**config.mk**
```make
export PLATFORM = sky130hd
export DESIGN_NAME = regfile_plus_flat
export DESIGN_NICKNAME = d
export VERILOG_FILES = /design/src/rtl/regfile_plus_pkg.sv /design/src/rtl/regfile_plus_if.sv /design/src/rtl/regfile_read_port.sv /design/src/rtl/regfile_plus.sv /design/src/flat_wrapper.sv
export SDC_FILE = /design/constraint.sdc
export NUM_CORES = 1
export LEC_CHECK = 0
export CORE_MARGIN = 2
export CORE_UTILIZATION = 35
export DETAILED_ROUTE_END_ITERATION = 12
export PLACE_DENSITY = 0.63
export SYNTH_ARGS = -nofsm -noshare
export SYNTH_HDL_FRONTEND = slang
export SYNTH_SLANG_ARGS = --single-unit
```
**constraint.sdc**
```tcl
create_clock -name clk -period 2.45 [get_ports clk]
set_input_delay 0.245 -clock clk [delete_from_list [all_inputs] [get_ports clk]]
set_output_delay 0.245 -clock clk [all_outputs]
set_load 0.02 [all_outputs]
```
**src/rtl/regfile_plus_pkg.sv**
```systemverilog
// Shared constants and the register next-state rule for the regfile_plus bank.
// The same next_value() function feeds both the storage update and the
// write-first read bypass, so the two can never disagree on priority.
package regfile_pkg;

  localparam int DEF_WIDTH = 8;
  localparam int DEF_DEPTH = 8;

  // Widest register the helper can serve; callers zero-extend into it and
  // truncate the result back to their own WIDTH, which also gives the
  // modulo-2^WIDTH wrap of the increment for free.
  localparam int MAX_WIDTH = 64;

  typedef logic [MAX_WIDTH-1:0] word_t;

  // Value a register holds after the next edge: a write beats an increment.
  function automatic word_t next_value(
    input word_t cur,
    input logic  we_hit,
    input word_t wdata,
    input logic  inc_hit
  );
    word_t res;
    if (we_hit) begin
      res = wdata;
    end else if (inc_hit) begin
      res = cur + word_t'(1'b1);
    end else begin
      res = cur;
    end
    return res;
  endfunction

endpackage

```
**src/rtl/regfile_plus_if.sv**
```systemverilog
// Bus bundle for regfile_plus: write port, counter increment, two read
// ports and the debug outputs. The master drives requests, the slave
// (the register bank) drives read data, counter value and monitor bus.
interface regfile_plus_if #(
  parameter int WIDTH = 8,
  parameter int DEPTH = 8
);

  localparam int ADDR_W = (DEPTH > 1) ? $clog2(DEPTH) : 1;

  logic                   we;
  logic [ADDR_W-1:0]      waddr;
  logic [WIDTH-1:0]       wdata;
  logic                   inc_en;
  logic                   re1;
  logic [ADDR_W-1:0]      raddr1;
  logic                   re2;
  logic [ADDR_W-1:0]      raddr2;
  logic [WIDTH-1:0]       rd1_data;
  logic                   rd1_valid;
  logic [WIDTH-1:0]       rd2_data;
  logic                   rd2_valid;
  logic [WIDTH-1:0]       cnt_value;
  logic [DEPTH*WIDTH-1:0] monitor_bus;

  modport master (
    output we, waddr, wdata, inc_en, re1, raddr1, re2, raddr2,
    input  rd1_data, rd1_valid, rd2_data, rd2_valid, cnt_value, monitor_bus
  );

  modport slave (
    input  we, waddr, wdata, inc_en, re1, raddr1, re2, raddr2,
    output rd1_data, rd1_valid, rd2_data, rd2_valid, cnt_value, monitor_bus
  );

endinterface

```
**src/rtl/regfile_read_port.sv**
```systemverilog
// One registered read port of regfile_plus. It range-checks the address,
// masks register 0 when it is hard-wired to zero, and bypasses a same-edge
// write or increment so the returned data is the post-edge register value.
module regfile_read_port
  import regfile_pkg::*;
#(
  parameter int WIDTH   = DEF_WIDTH,
  parameter int DEPTH   = DEF_DEPTH,
  parameter int CNT_REG = DEPTH - 1,
  parameter int R0_ZERO = 0,
  parameter int ADDR_W  = (DEPTH > 1) ? $clog2(DEPTH) : 1
) (
  input  logic              clk,
  input  logic              rst_n,
  input  logic              re_i,
  input  logic [ADDR_W-1:0] raddr_i,
  input  logic              we_i,
  input  logic [ADDR_W-1:0] waddr_i,
  input  logic [WIDTH-1:0]  wdata_i,
  input  logic              inc_en_i,
  input  logic [WIDTH-1:0]  state_i [DEPTH],
  output logic [WIDTH-1:0]  rd_data_o,
  output logic              rd_valid_o
);

  localparam logic [31:0] DEPTH_U = 32'(DEPTH);
  localparam logic [31:0] CNT_U   = 32'(CNT_REG);

  logic              in_range;
  logic              zero_reg;
  logic              we_hit;
  logic              inc_hit;
  logic [ADDR_W-1:0] sel;
  logic [WIDTH-1:0]  cur;
  logic [WIDTH-1:0]  nxt;
  logic [WIDTH-1:0]  rd_data_d;
  logic [WIDTH-1:0]  rd_data_q;
  logic              rd_valid_d;
  logic              rd_valid_q;

  // Address check, bypass of the same-edge update, and output masking.
  always_comb begin
    in_range = (32'(raddr_i) < DEPTH_U);
    zero_reg = (R0_ZERO != 0) && (raddr_i == '0);
    // Out-of-range addresses select entry 0; their data is masked below.
    sel      = in_range ? raddr_i : '0;
    cur      = state_i[sel];
    // A write to the read address is only a hit when the address exists,
    // which in_range guarantees for both sides of the equality.
    we_hit   = we_i && (waddr_i == raddr_i);
    inc_hit  = inc_en_i && (32'(raddr_i) == CNT_U);
    nxt      = WIDTH'(next_value(word_t'(cur), we_hit, word_t'(wdata_i), inc_hit));
    if (re_i && in_range && !zero_reg) begin
      rd_data_d = nxt;
    end else begin
      rd_data_d = '0;
    end
    rd_valid_d = re_i;
  end

  // Output registers; an idle cycle returns zero data with valid low.
  always_ff @(posedge clk or negedge rst_n) begin
    if (!rst_n) begin
      rd_data_q  <= '0;
      rd_valid_q <= 1'b0;
    end else begin
      rd_data_q  <= rd_data_d;
      rd_valid_q <= rd_valid_d;
    end
  end

  assign rd_data_o  = rd_data_q;
  assign rd_valid_o = rd_valid_q;

endmodule

```
**src/rtl/regfile_plus.sv**
```systemverilog
// Multi-register bank: DEPTH x WIDTH storage with one write port, an
// auto-increment counter register, two write-first registered read ports
// and a flattened monitor bus of every register for the debug panel.
module regfile_plus
  import regfile_pkg::*;
#(
  parameter int WIDTH   = DEF_WIDTH,
  parameter int DEPTH   = DEF_DEPTH,
  parameter int CNT_REG = DEPTH - 1,
  parameter int R0_ZERO = 0
) (
  input  logic          clk,
  input  logic          rst_n,
  regfile_plus_if.slave bus
);

  localparam int ADDR_W = (DEPTH > 1) ? $clog2(DEPTH) : 1;

  logic [WIDTH-1:0]       regs_q [DEPTH];
  logic [WIDTH-1:0]       regs_d [DEPTH];
  logic [DEPTH*WIDTH-1:0] mon_flat;

  // Next state of every register: write decode, counter increment, and
  // the hard-wired zero of register 0 when R0_ZERO is set.
  always_comb begin
    for (int i = 0; i < DEPTH; i++) begin
      if ((R0_ZERO != 0) && (i == 0)) begin
        regs_d[i] = '0;
      end else begin
        regs_d[i] = WIDTH'(next_value(
                      word_t'(regs_q[i]),
                      bus.we && (32'(bus.waddr) == 32'(i)),
                      word_t'(bus.wdata),
                      bus.inc_en && (i == CNT_REG)));
      end
    end
  end

  // Storage array, cleared asynchronously.
  always_ff @(posedge clk or negedge rst_n) begin
    if (!rst_n) begin
      for (int i = 0; i < DEPTH; i++) begin
        regs_q[i] <= '0;
      end
    end else begin
      for (int i = 0; i < DEPTH; i++) begin
        regs_q[i] <= regs_d[i];
      end
    end
  end

  // Flatten the storage for the debug monitor, register i at [i*WIDTH +: WIDTH].
  always_comb begin
    mon_flat = '0;
    for (int i = 0; i < DEPTH; i++) begin
      mon_flat[i*WIDTH +: WIDTH] = regs_q[i];
    end
  end

  assign bus.monitor_bus = mon_flat;
  assign bus.cnt_value   = regs_q[CNT_REG];

  regfile_read_port #(
    .WIDTH   (WIDTH),
    .DEPTH   (DEPTH),
    .CNT_REG (CNT_REG),
    .R0_ZERO (R0_ZERO),
    .ADDR_W  (ADDR_W)
  ) u_rd1 (
    .clk        (clk),
    .rst_n      (rst_n),
    .re_i       (bus.re1),
    .raddr_i    (bus.raddr1),
    .we_i       (bus.we),
    .waddr_i    (bus.waddr),
    .wdata_i    (bus.wdata),
    .inc_en_i   (bus.inc_en),
    .state_i    (regs_q),
    .rd_data_o  (bus.rd1_data),
    .rd_valid_o (bus.rd1_valid)
  );

  regfile_read_port #(
    .WIDTH   (WIDTH),
    .DEPTH   (DEPTH),
    .CNT_REG (CNT_REG),
    .R0_ZERO (R0_ZERO),
    .ADDR_W  (ADDR_W)
  ) u_rd2 (
    .clk        (clk),
    .rst_n      (rst_n),
    .re_i       (bus.re2),
    .raddr_i    (bus.raddr2),
    .we_i       (bus.we),
    .waddr_i    (bus.waddr),
    .wdata_i    (bus.wdata),
    .inc_en_i   (bus.inc_en),
    .state_i    (regs_q),
    .rd_data_o  (bus.rd2_data),
    .rd_valid_o (bus.rd2_valid)
  );

endmodule

```
**src/flat_wrapper.sv**
```systemverilog
// flat-port wrapper written by rule: the top's interface ports become plain ports
module regfile_plus_flat import regfile_pkg::*;
#(
  parameter int WIDTH   = DEF_WIDTH,
  parameter int DEPTH   = DEF_DEPTH,
  parameter int CNT_REG = DEPTH - 1,
  parameter int R0_ZERO = 0
)
  (clk, rst_n, bus_we, bus_waddr, bus_wdata, bus_inc_en, bus_re1, bus_raddr1, bus_re2, bus_raddr2, bus_rd1_data, bus_rd1_valid, bus_rd2_data, bus_rd2_valid, bus_cnt_value, bus_monitor_bus);
  regfile_plus_if #(.WIDTH(WIDTH), .DEPTH(DEPTH)) bus_i ();
  input  logic clk;
  input  logic rst_n;
  input wire logic [$bits(bus_i.we)-1:0] bus_we;
  input wire logic [$bits(bus_i.waddr)-1:0] bus_waddr;
  input wire logic [$bits(bus_i.wdata)-1:0] bus_wdata;
  input wire logic [$bits(bus_i.inc_en)-1:0] bus_inc_en;
  input wire logic [$bits(bus_i.re1)-1:0] bus_re1;
  input wire logic [$bits(bus_i.raddr1)-1:0] bus_raddr1;
  input wire logic [$bits(bus_i.re2)-1:0] bus_re2;
  input wire logic [$bits(bus_i.raddr2)-1:0] bus_raddr2;
  output wire logic [$bits(bus_i.rd1_data)-1:0] bus_rd1_data;
  output wire logic [$bits(bus_i.rd1_valid)-1:0] bus_rd1_valid;
  output wire logic [$bits(bus_i.rd2_data)-1:0] bus_rd2_data;
  output wire logic [$bits(bus_i.rd2_valid)-1:0] bus_rd2_valid;
  output wire logic [$bits(bus_i.cnt_value)-1:0] bus_cnt_value;
  output wire logic [$bits(bus_i.monitor_bus)-1:0] bus_monitor_bus;
  assign bus_i.we = bus_we;
  assign bus_i.waddr = bus_waddr;
  assign bus_i.wdata = bus_wdata;
  assign bus_i.inc_en = bus_inc_en;
  assign bus_i.re1 = bus_re1;
  assign bus_i.raddr1 = bus_raddr1;
  assign bus_i.re2 = bus_re2;
  assign bus_i.raddr2 = bus_raddr2;
  assign bus_rd1_data = bus_i.rd1_data;
  assign bus_rd1_valid = bus_i.rd1_valid;
  assign bus_rd2_data = bus_i.rd2_data;
  assign bus_rd2_valid = bus_i.rd2_valid;
  assign bus_cnt_value = bus_i.cnt_value;
  assign bus_monitor_bus = bus_i.monitor_bus;
  regfile_plus #(.WIDTH(WIDTH), .DEPTH(DEPTH), .CNT_REG(CNT_REG), .R0_ZERO(R0_ZERO)) u_core (.clk(clk), .rst_n(rst_n), .bus(bus_i));
endmodule
```
==> flow_metrics.py, run 1 <==
metrics = {
    "power": {
        "p_int_uw": 4020,
        "vdd_drop_max_v": 0.000434,
        "power.leakage_uw": 0.00277,
        "combPwrFrac": 0.426,
        "p_total_uw": 6210,
        "pwr-share-clk": 0.241,
        "power_density_nw_per_um2": 933,
        "seqPwrFrac": 0.333,
        "switching_share": 0.353,
        "p_sw_uw": 2190,
    },
    "route": {
        "wirelength_um": 14300,
        "drt.antenna.violating_nets": 0,
        "drc": 0,
        "routedWlPerCell_um": 20.6,
        "first_iter_violations": 246,
        "num_vias": 3839,
        "drt_pass1_iterations": 5,
        "routed_via_density": 5.52,
    },
    "clock_tree": {
        "cts_htree_levels": 3,
        "cts_tree": "yes",
        "cts.sinks": 82,
        "worstSkewPairLatency_ns": 0.35,
        "path_clk_slew_ns": 0.06,
        "cts-root-buf": "clkbuf_16",
        "clockBufferDepth": 2,
        "numCtsBuffers": 9,
        "cts_resized": 0,
    },
    "grt": {
        "grt_pass1_wl_um": 22700,
        "track_usage": 0.209,
        "gr-total-overflow": 0,
        "grt_pass1_vias": 3909,
        "grt_use_met3": 0.0347,
        "use_met2": 0.318,
        "grt.busiest_layer": "met2",
        "grtUsageMet1": 0.301,
        "antenna_found_initial": 0,
        "grt_max_degree": 46,
    },
    "timing": {
        "final_hold_viol_count": 0,
        "grt_setup_unrepaired": "false",
        "fin_hold_ws_ns": 0.414,
        "slew_violations": 0,
        "tightest_slew_ns": 0.580,
        "worst_slack_ns": 0.157,
        "period_share": 0.936,
        "setup_violations": 0,
        "max_slew_margin": 0.612,
        "fin_worst_skew_ns": 0.0103,
        "min_period_ns": 2.29,
        "fmax_mhz": 436,
    },
    "die": {
        "core_area_um2": 13200,
        "die-area_um2": 14400,
        "fp.dieH_um": 120,
        "num_io_pins": 113,
        "num_rows": 42,
        "die_w_um": 120,
        "start_util": 0.357,
    },
    "layout": {
        "nFillCells": 1165,
        "nets": 540,
        "antenna_cells": 0,
        "area_growth_pct": 41.5,
        "drive_above_1_share": 0.293,
        "ff_latch_area_um2": 2050,
        "utilization": 0.505,
        "instances_no_fill": 695,
        "multi_input_area_um2": 2450,
    },
    "worst_hold_path": {
        "hold_class": "in2async",
    },
    "place": {
        "place_inst": 678,
        "pre_cts_ws_ns": -0.186,
        "portBuffers": 112,
        "routabilityCongestion": 0.898,
        "hpwl_um": 10500,
    },
    "critical_path": {
        "worstPathMaxFanout": 12,
        "cp_data_arrival_time_ns": 2.54,
        "endpoint_kind": "register",
        "startpoint": "bus_raddr2[0]",
        "path_class": "in2reg",
        "cp.required_ns": 2.69,
        "startpoint_type": "input pin",
        "r2r-start": "u_core.bus.cnt_value[0]$_DFFE_PN0P_",
    },
    "yosys": {
        "yosysTopAreaCell": "dfrtp_1",
        "syn_area_um2": 4710,
        "ys_ff_latch": 82,
        "synthArstFlopShare": 1.00,
        "synth_seq_area_share": 0.436,
        "synth_fp_nets": 399,
        "synth_commonest_cells": "dfrtp_1 (82), mux2_2 (57), mux4_2 (24)",
        "synth_cells": 373,
        "synth_area_per_cell_um2": 12.6,
        "synthMostInstantiatedCell": "dfrtp_1",
        "synth.yosys.warnings": 0,
        "ys.flop_type": "dfrtp_1",
        "netlist.area_leader.share": 0.436,
        "synthTopCellsByArea": "dfrtp_1 (44%), mux2_2 (14%), mux4_2 (11%), mux2i_1 (3.4%), mux4_1 (3.3%)",
        "synth_cell_types": 47,
        "synth-edff-count": 0,
    },
    "outcome": {
        "status": "complete, no violations",
    },
    "job": {
        "maxCapViolCount": 0,
    },
}
-- cell usage in the layout (no fill, tap or decap), types with 3 or more instances in the layout --
cell | Yosys | layout
nand4b_1 | 3 | 3
xnor2_1 | 14 | 14
ha_1 | 3 | 3
xor2_1 | 7 | 7
buf_4 | 10 | 46
a21oi_1 | 12 | 12
nor2_1 | 18 | 18
clkdlybuf4s50_1 | 0 | 111
inv_1 | 6 | 6
nand2_1 | 16 | 16
buf_12 | 0 | 6
nand4_1 | 10 | 10
nor4_1 | 4 | 4
nor3_1 | 5 | 5
mux2_2 | 57 | 57
or4_1 | 4 | 4
and2_1 | 3 | 3
nand3_1 | 13 | 13
clkbuf_16 | 0 | 9
mux4_1 | 6 | 6
mux4_2 | 24 | 24
mux2i_1 | 16 | 16
o21ai_0 | 7 | 7
dfrtp_1 | 82 | 82
-- flip-flops by register name, summed over array words and instances, names as in the netlist --
name                     count
u_core.bus.cnt_value         8
u_core.u_rd1.rd_data_o       8
u_core.u_rd2.rd_valid_o      1
u_core.u_rd1.rd_valid_o      1
u_core.u_rd2.rd_data_o       8
u_core.bus.monitor_bus      56
-- area by class of cell --
class | count | share of cell area
multi-input cells | 251 | 0.368
flip-flops and latches | 82 | 0.308
repair buffers | 164 | 0.238
clock buffers | 11 | 0.0364
well taps | 176 | 0.0331
clock inverters | 5 | 0.0130
inverters | 6 | 0.00338
-- what timing repair did --
action                    4_1_cts  5_1_grt
buffers inserted                0        0
hold endpoints to repair       37        0
hold buffers                    1        0
-- final timing paths --
kind                       slack (ns)  cells after the start                                      to
max                              0.16                      8     u_core.u_rd2.rd_data_o[7]$_DFF_PN0_
min                              0.41                      2  u_core.bus.monitor_bus[55]$_DFFE_PN0P_
max reg2reg                      0.29                      6     u_core.u_rd2.rd_data_o[1]$_DFF_PN0_
min reg2reg                      0.57                      2  u_core.bus.monitor_bus[25]$_DFFE_PN0P_
max in group asynchronous        1.39                      3     u_core.u_rd2.rd_data_o[4]$_DFF_PN0_
min in group clk                 0.57                      2  u_core.bus.monitor_bus[25]$_DFFE_PN0P_
-- cells by family after synthesis --
kind of cell,after synthesis,share of synthesized area
XOR/XNOR,21,0.0391
AO/OA/AOI/OAI,34,0.0468
multiplexers,106,0.327
AND/OR/NAND/NOR,87,0.0997
buffers and inverters,40,0.0436
flip-flops,82,0.436
adder cells (fa/ha/maj),3,0.00798
-- per-stage QoR --
stage,setup TNS [ns],instance area (um2)
final,0,6660
after global routing,0,6660
after CTS,0,6660
after detailed placement,-1.16,6320
after global placement,-0.842,6320
after floorplan,0,4710
-- routing by layer --
metal  vias to the layer above  routed length, um
met3                        23                836
met4                         0                299
met2                       160               6620
met1                      1972               6530
met5                         -                  0
li1                       1684                  -
-- worst max-delay path, cell delays in order --
cell and delay, ns:
clkdlybuf4s50_1 0.45, buf_12 0.18, buf_12 0.13, mux4_2 0.32, mux2i_1 0.12, or4_1 0.53, o31a_1 0.32, o31ai_1 0.23
-- power groups by stage --
stage | logic (uW) | clock network [uW] | registers, uW
2_1_floorplan | 1080 | 0 | 2370
3_3_place_gp | 2620 | 0 | 2080
3_5_place_dp | 2640 | 0 | 2090
4_1_cts | 2660 | 1510 | 2070
5_1_grt | 2820 | 1560 | 2120
6_report | 2650 | 1500 | 2070
(Power assumes the default switching activity.)
==> run 2, diff against run 1 <==
CAP_MARGIN = 20   (was unset)
PLACE_DENSITY = 0.71   (was 0.63)
clock period = 2.56 ns   (was 2.45 ns; I/O delays follow)
==> flow_metrics.py, run 2 (same netlist as run 1, synthesis figures left out) <==
metrics = {
    "grt": {
        "grt_pass1_wl_um": 21800,
        "gr-total-overflow": 0,
        "track_usage": 0.202,
        "grt_pass1_vias": 3789,
        "grt_max_degree": 83,
        "antenna_found_initial": 0,
    },
    "route": {
        "routedWlPerCell_um": 20.2,
        "wl_met1_um": 6050,
        "num_vias": 3810,
        "wirelength_um": 13900,
        "highest_layer": "met4",
        "drc": 0,
        "routed_via_density": 5.55,
        "dr_wl_met3_um": 959,
        "dr_wl_met2_um": 6570,
        "drt_pass1_iterations": 4,
        "first_iter_violations": 257,
        "drt.antenna.violating_nets": 0,
    },
    "die": {
        "fp.dieH_um": 120,
        "num_io_pins": 113,
        "die_w_um": 120,
        "core_area_um2": 13200,
        "start_util": 0.357,
        "num_rows": 42,
        "die-area_um2": 14400,
    },
    "timing": {
        "max_slew_margin": 0.643,
        "min_period_ns": 2.32,
        "setup_violations": 0,
        "fmax_mhz": 431,
        "grt_setup_unrepaired": "false",
        "fin_worst_skew_ns": 0.0114,
        "tightest_slew_ns": 0.534,
        "final_hold_viol_count": 0,
        "period_share": 0.906,
        "slew_violations": 0,
    },
    "power": {
        "p_total_uw": 5840,
        "power_density_nw_per_um2": 887,
        "power.leakage_uw": 0.00273,
        "vdd_drop_max_v": 0.000385,
    },
    "clock_tree": {
        "cts_htree_levels": 3,
        "worstSkewPairLatency_ns": 0.35,
        "cts_tree": "yes",
        "path_clk_slew_ns": 0.06,
        "clockBufferDepth": 2,
        "cts_setup_buffers": 0,
        "postCtsHoldBufs": 0,
        "cts.sinks": 82,
        "cts-root-buf": "clkbuf_16",
        "numCtsBuffers": 9,
        "cts_resized": 0,
    },
    "critical_path": {
        "path_class": "in2reg",
        "cp.required_ns": 2.83,
        "ff2ff_setup_slack_ns": 0.34,
        "r2r-start": "u_core.bus.cnt_value[2]$_DFFE_PN0P_",
        "worstPathMaxFanout": 14,
        "cp_data_arrival_time_ns": 2.59,
        "cp_slowest_cell": "clkdlybuf4s50_1",
        "critPathMaxStageDelay_ns": 0.52,
        "ff2ff_path_depth": 5,
        "reg2reg_to": "u_core.u_rd1.rd_data_o[6]$_DFF_PN0_",
        "endpoint_kind": "register",
        "path_cells": "clkdlybuf4s50_1 -> buf_12 -> mux4_2 -> mux2_2 -> ha_1 -> nor2_1 -> or3_1 -> a21boi_1",
        "startpoint_type": "input pin",
    },
    "layout": {
        "drive_above_1_share": 0.284,
        "nets": 534,
        "area_growth_pct": 40.0,
        "largest_reg_flops": 56,
        "utilization": 0.499,
        "antenna_cells": 0,
        "mostFrequentLayoutCells": "clkdlybuf4s50_1 (111), dfrtp_1 (82), mux2_2 (57), buf_4 (41), mux4_2 (24)",
        "mostFrequentLayoutCell": "clkdlybuf4s50_1",
    },
    "place": {
        "hpwl_um": 10400,
        "portBuffers": 112,
        "routabilityCongestion": 0.881,
    },
    "job": {
        "maxCapViolCount": 0,
    },
    "worst_hold_path": {
        "hold_class": "in2async",
    },
    "outcome": {
        "status": "complete, no violations",
    },
}
run 2: cell count changes in the layout (fill, tap and decap cells not counted):
cell,delta
inv_6,-1
buf_4,-5
clkinv_2,+1
clkinvlp_4,+1
buf_16,+1
clkbuf_8,-1
clkbuf_1,-1
clkinv_4,-1
buf_12,-2
run 2: metal layers:
metal | global-route usage | vias up
li1 | - | 1672
met1 | 0.283 | 1957
met2 | 0.311 | 163
met3 | 0.0418 | 18
met4 | 0.0743 | 0
met5 | 0 | -
run 2: power by group:
| part | switching (uW) | internal, uW |
|---|---|---|
| registers | 404 | 1600 |
| logic | 1140 | 1340 |
| clock network | 512 | 843 |
run 2: final cells by class:
type | instances | area (um2)
inverters | 6 | 22.5
clock buffers | 9 | 225
well taps | 176 | 220
multi-input cells | 251 | 2450
clock inverters | 5 | 81.3
fillers | 1167 | 6600
flip-flops and latches | 82 | 2050
repair buffers | 158 | 1540
run 2: worst max-delay path: cells and delay by family:
kind / cells / cell delay, ns
multiplexers: 2 / 0.81
AND/OR/NAND/NOR: 2 / 0.39
buffers and inverters: 2 / 0.70
AO/OA/AOI/OAI: 1 / 0.15
adder cells (fa/ha/maj): 1 / 0.28
run 2: how the worst max path moves through the flow:
stage	slack, ns	cells after the start	to	start
after floorplan	0.25	8	u_core.u_rd2.rd_data_o[1]$_DFF_PN0_	bus_raddr2[0]
after global placement	-0.06	8	u_core.u_rd2.rd_data_o[1]$_DFF_PN0_	bus_raddr2[0]
after detailed placement	-0.10	8	u_core.u_rd2.rd_data_o[1]$_DFF_PN0_	bus_raddr2[0]
after CTS	0.25	8	u_core.u_rd2.rd_data_o[1]$_DFF_PN0_	bus_raddr2[0]
after global routing	0.14	8	u_core.u_rd2.rd_data_o[1]$_DFF_PN0_	bus_raddr2[0]
final	0.24	8	u_core.u_rd2.rd_data_o[1]$_DFF_PN0_	bus_raddr2[0]
run 2: through the flow:
stage | worst slack [ns] | instances | cell area, um2 | hold slack [ns] | setup TNS, ns
after floorplan | 0.245 | 373 | 4710 | -0.0396 | 0
after global placement | -0.0551 | 671 | 6240 | 0.488 | -0.0563
after detailed placement | -0.105 | 671 | 6240 | 0.498 | -0.418
after CTS | 0.250 | 685 | 6550 | 0.135 | 0
after global routing | 0.136 | 687 | 6590 | 0.469 | 0
final | 0.241 | 687 | 6590 | 0.427 | 0
==> run 3, diff against run 2 <==
clock period = 2.8 ns   (was 2.56 ns; I/O delays follow)
==> flow_metrics.py, run 3 (same netlist as run 1, synthesis figures left out) <==
metrics = {
    "route": {
        "drc": 0,
        "routedWlPerCell_um": 20.2,
        "num_vias": 3661,
        "drt_pass1_iterations": 4,
        "routed_via_density": 5.46,
        "wirelength_um": 13500,
        "drt.antenna.violating_nets": 0,
        "first_iter_violations": 236,
    },
    "timing": {
        "slew_violations": 0,
        "tightest_slew_ns": 0.544,
        "fin_hold_ws_ns": 0.444,
        "setup_tns_ns": 0,
        "grt_setup_unrepaired": "false",
        "period_share": 0.869,
        "setup_violations": 0,
        "min_period_ns": 2.43,
        "max_slew_margin": 0.636,
        "final_hold_viol_count": 0,
        "fin_worst_skew_ns": 0.00720,
        "worst_slack_ns": 0.368,
        "fmax_mhz": 411,
    },
    "power": {
        "power_density_nw_per_um2": 810,
        "power.leakage_uw": 0.00264,
        "vdd_drop_max_v": 0.000481,
    },
    "clock_tree": {
        "worstSkewPairLatency_ns": 0.34,
        "cts_setup_buffers": 0,
        "cts_tree": "yes",
        "cts-root-buf": "clkbuf_16",
        "cts_htree_levels": 3,
        "cts.sinks": 82,
        "numCtsBuffers": 9,
        "path_clk_slew_ns": 0.06,
        "clockBufferDepth": 2,
    },
    "critical_path": {
        "ff2ff_setup_slack_ns": 0.50,
        "startpoint_type": "input pin",
        "endpoint_kind": "register",
        "cp.required_ns": 3.06,
        "worstPathMaxFanout": 19,
        "cp_data_arrival_time_ns": 2.69,
        "r2r-start": "u_core.bus.cnt_value[1]$_DFFE_PN0P_",
        "ff2ff_path_depth": 6,
        "reg2reg_to": "u_core.u_rd2.rd_data_o[1]$_DFF_PN0_",
        "path_class": "in2reg",
    },
    "layout": {
        "mostFrequentLayoutCells": "clkdlybuf4s50_1 (111), dfrtp_1 (82), mux2_2 (57), mux4_2 (24), buf_4 (22)",
        "antenna_cells": 0,
        "area_growth_pct": 36.8,
        "nets": 515,
        "multi_input_area_um2": 2450,
        "largest_reg_flops": 56,
        "drive_above_1_share": 0.253,
        "mostFrequentLayoutCell": "clkdlybuf4s50_1",
        "nFillCells": 1149,
        "ff_latch_area_um2": 2050,
        "utilization": 0.488,
    },
    "die": {
        "num_io_pins": 113,
        "num_rows": 42,
        "die-area_um2": 14400,
        "fp.dieH_um": 120,
        "die_w_um": 120,
        "start_util": 0.357,
        "core_area_um2": 13200,
    },
    "grt": {
        "grt_pass1_wl_um": 21600,
        "gr-total-overflow": 0,
        "track_usage": 0.201,
        "grt_max_degree": 83,
        "antenna_found_initial": 0,
        "grt_pass1_vias": 3801,
    },
    "place": {
        "pre_cts_ws_ns": 0.0242,
        "hpwl_um": 9900,
        "portBuffers": 112,
        "routabilityCongestion": 0.879,
    },
    "worst_hold_path": {
        "hold_class": "in2async",
    },
    "job": {
        "maxCapViolCount": 0,
    },
    "outcome": {
        "status": "complete, no violations",
    },
}
run 3: cell types whose count changed in the layout (fill, tap and decap cells not counted), sizes merged:
cell / delta
clkinv: -1
clkinvlp: -1
clkbuf: +5
buf: -19
bufinv: -1
run 3: timing repair:
| item | in CTS | in global routing |
|---|---|---|
| resized for setup | 0 | 0 |
| hold buffers | 0 | 1 |
| endpoints found under the hold margin | 0 | 35 |
run 3: metrics by stage:
| step | instance area (um2) | total power (uW) | instances |
|---|---|---|---|
| 2_1_floorplan | 4710 | 3010 | 373 |
| 3_3_place_gp | 6100 | 4000 | 652 |
| 3_5_place_dp | 6100 | 4050 | 652 |
| 4_1_cts | 6400 | 5260 | 668 |
| 5_1_grt | 6440 | 5500 | 670 |
| 6_report | 6440 | 5220 | 670 |
run 3: where the power goes:
part	switching, uW	internal (uW)	leakage (uW)
registers	375	1470	0.000997
clock network	448	739	0.000147
logic	1010	1170	0.00149
run 3: worst max-delay path, stage by stage:
cell             delay, ns
clkdlybuf4s50_1       0.51
buf_12                0.20
mux4_2                0.55
mux2_2                0.30
ha_1                  0.28
nor2_1                0.05
or3_1                 0.34
a21boi_1              0.17
run 3: cell type report:
class / instances / area share
flip-flops and latches: 82 / 0.319
well taps: 176 / 0.0342
inverters: 6 / 0.00350
multi-input cells: 251 / 0.381
clock inverters: 2 / 0.00544
clock buffers: 14 / 0.0410
repair buffers: 139 / 0.217
run 3: worst max-delay path by stage:
stage          slack, ns     startpoint                                  end  cells after the start
2_1_floorplan       0.46  bus_raddr2[0]  u_core.u_rd2.rd_data_o[1]$_DFF_PN0_                      8
3_3_place_gp        0.10  bus_raddr2[0]  u_core.u_rd2.rd_data_o[1]$_DFF_PN0_                      8
3_5_place_dp        0.02  bus_raddr2[0]  u_core.u_rd2.rd_data_o[1]$_DFF_PN0_                      8
4_1_cts             0.38  bus_raddr2[0]  u_core.u_rd2.rd_data_o[1]$_DFF_PN0_                      8
5_1_grt             0.30  bus_raddr2[0]  u_core.u_rd2.rd_data_o[1]$_DFF_PN0_                      8
6_report            0.37  bus_raddr2[0]  u_core.u_rd2.rd_data_o[1]$_DFF_PN0_                      8
run 3: per-layer routing:
layer,share of wire,up-vias,wire (um),track usage
met5,0,-,0,0
met4,0.011,0,150,0.0485
met3,0.083,14,1130,0.0656
met2,0.47,164,6430,0.311
met1,0.43,1842,5840,0.274
li1,-,1641,-,-
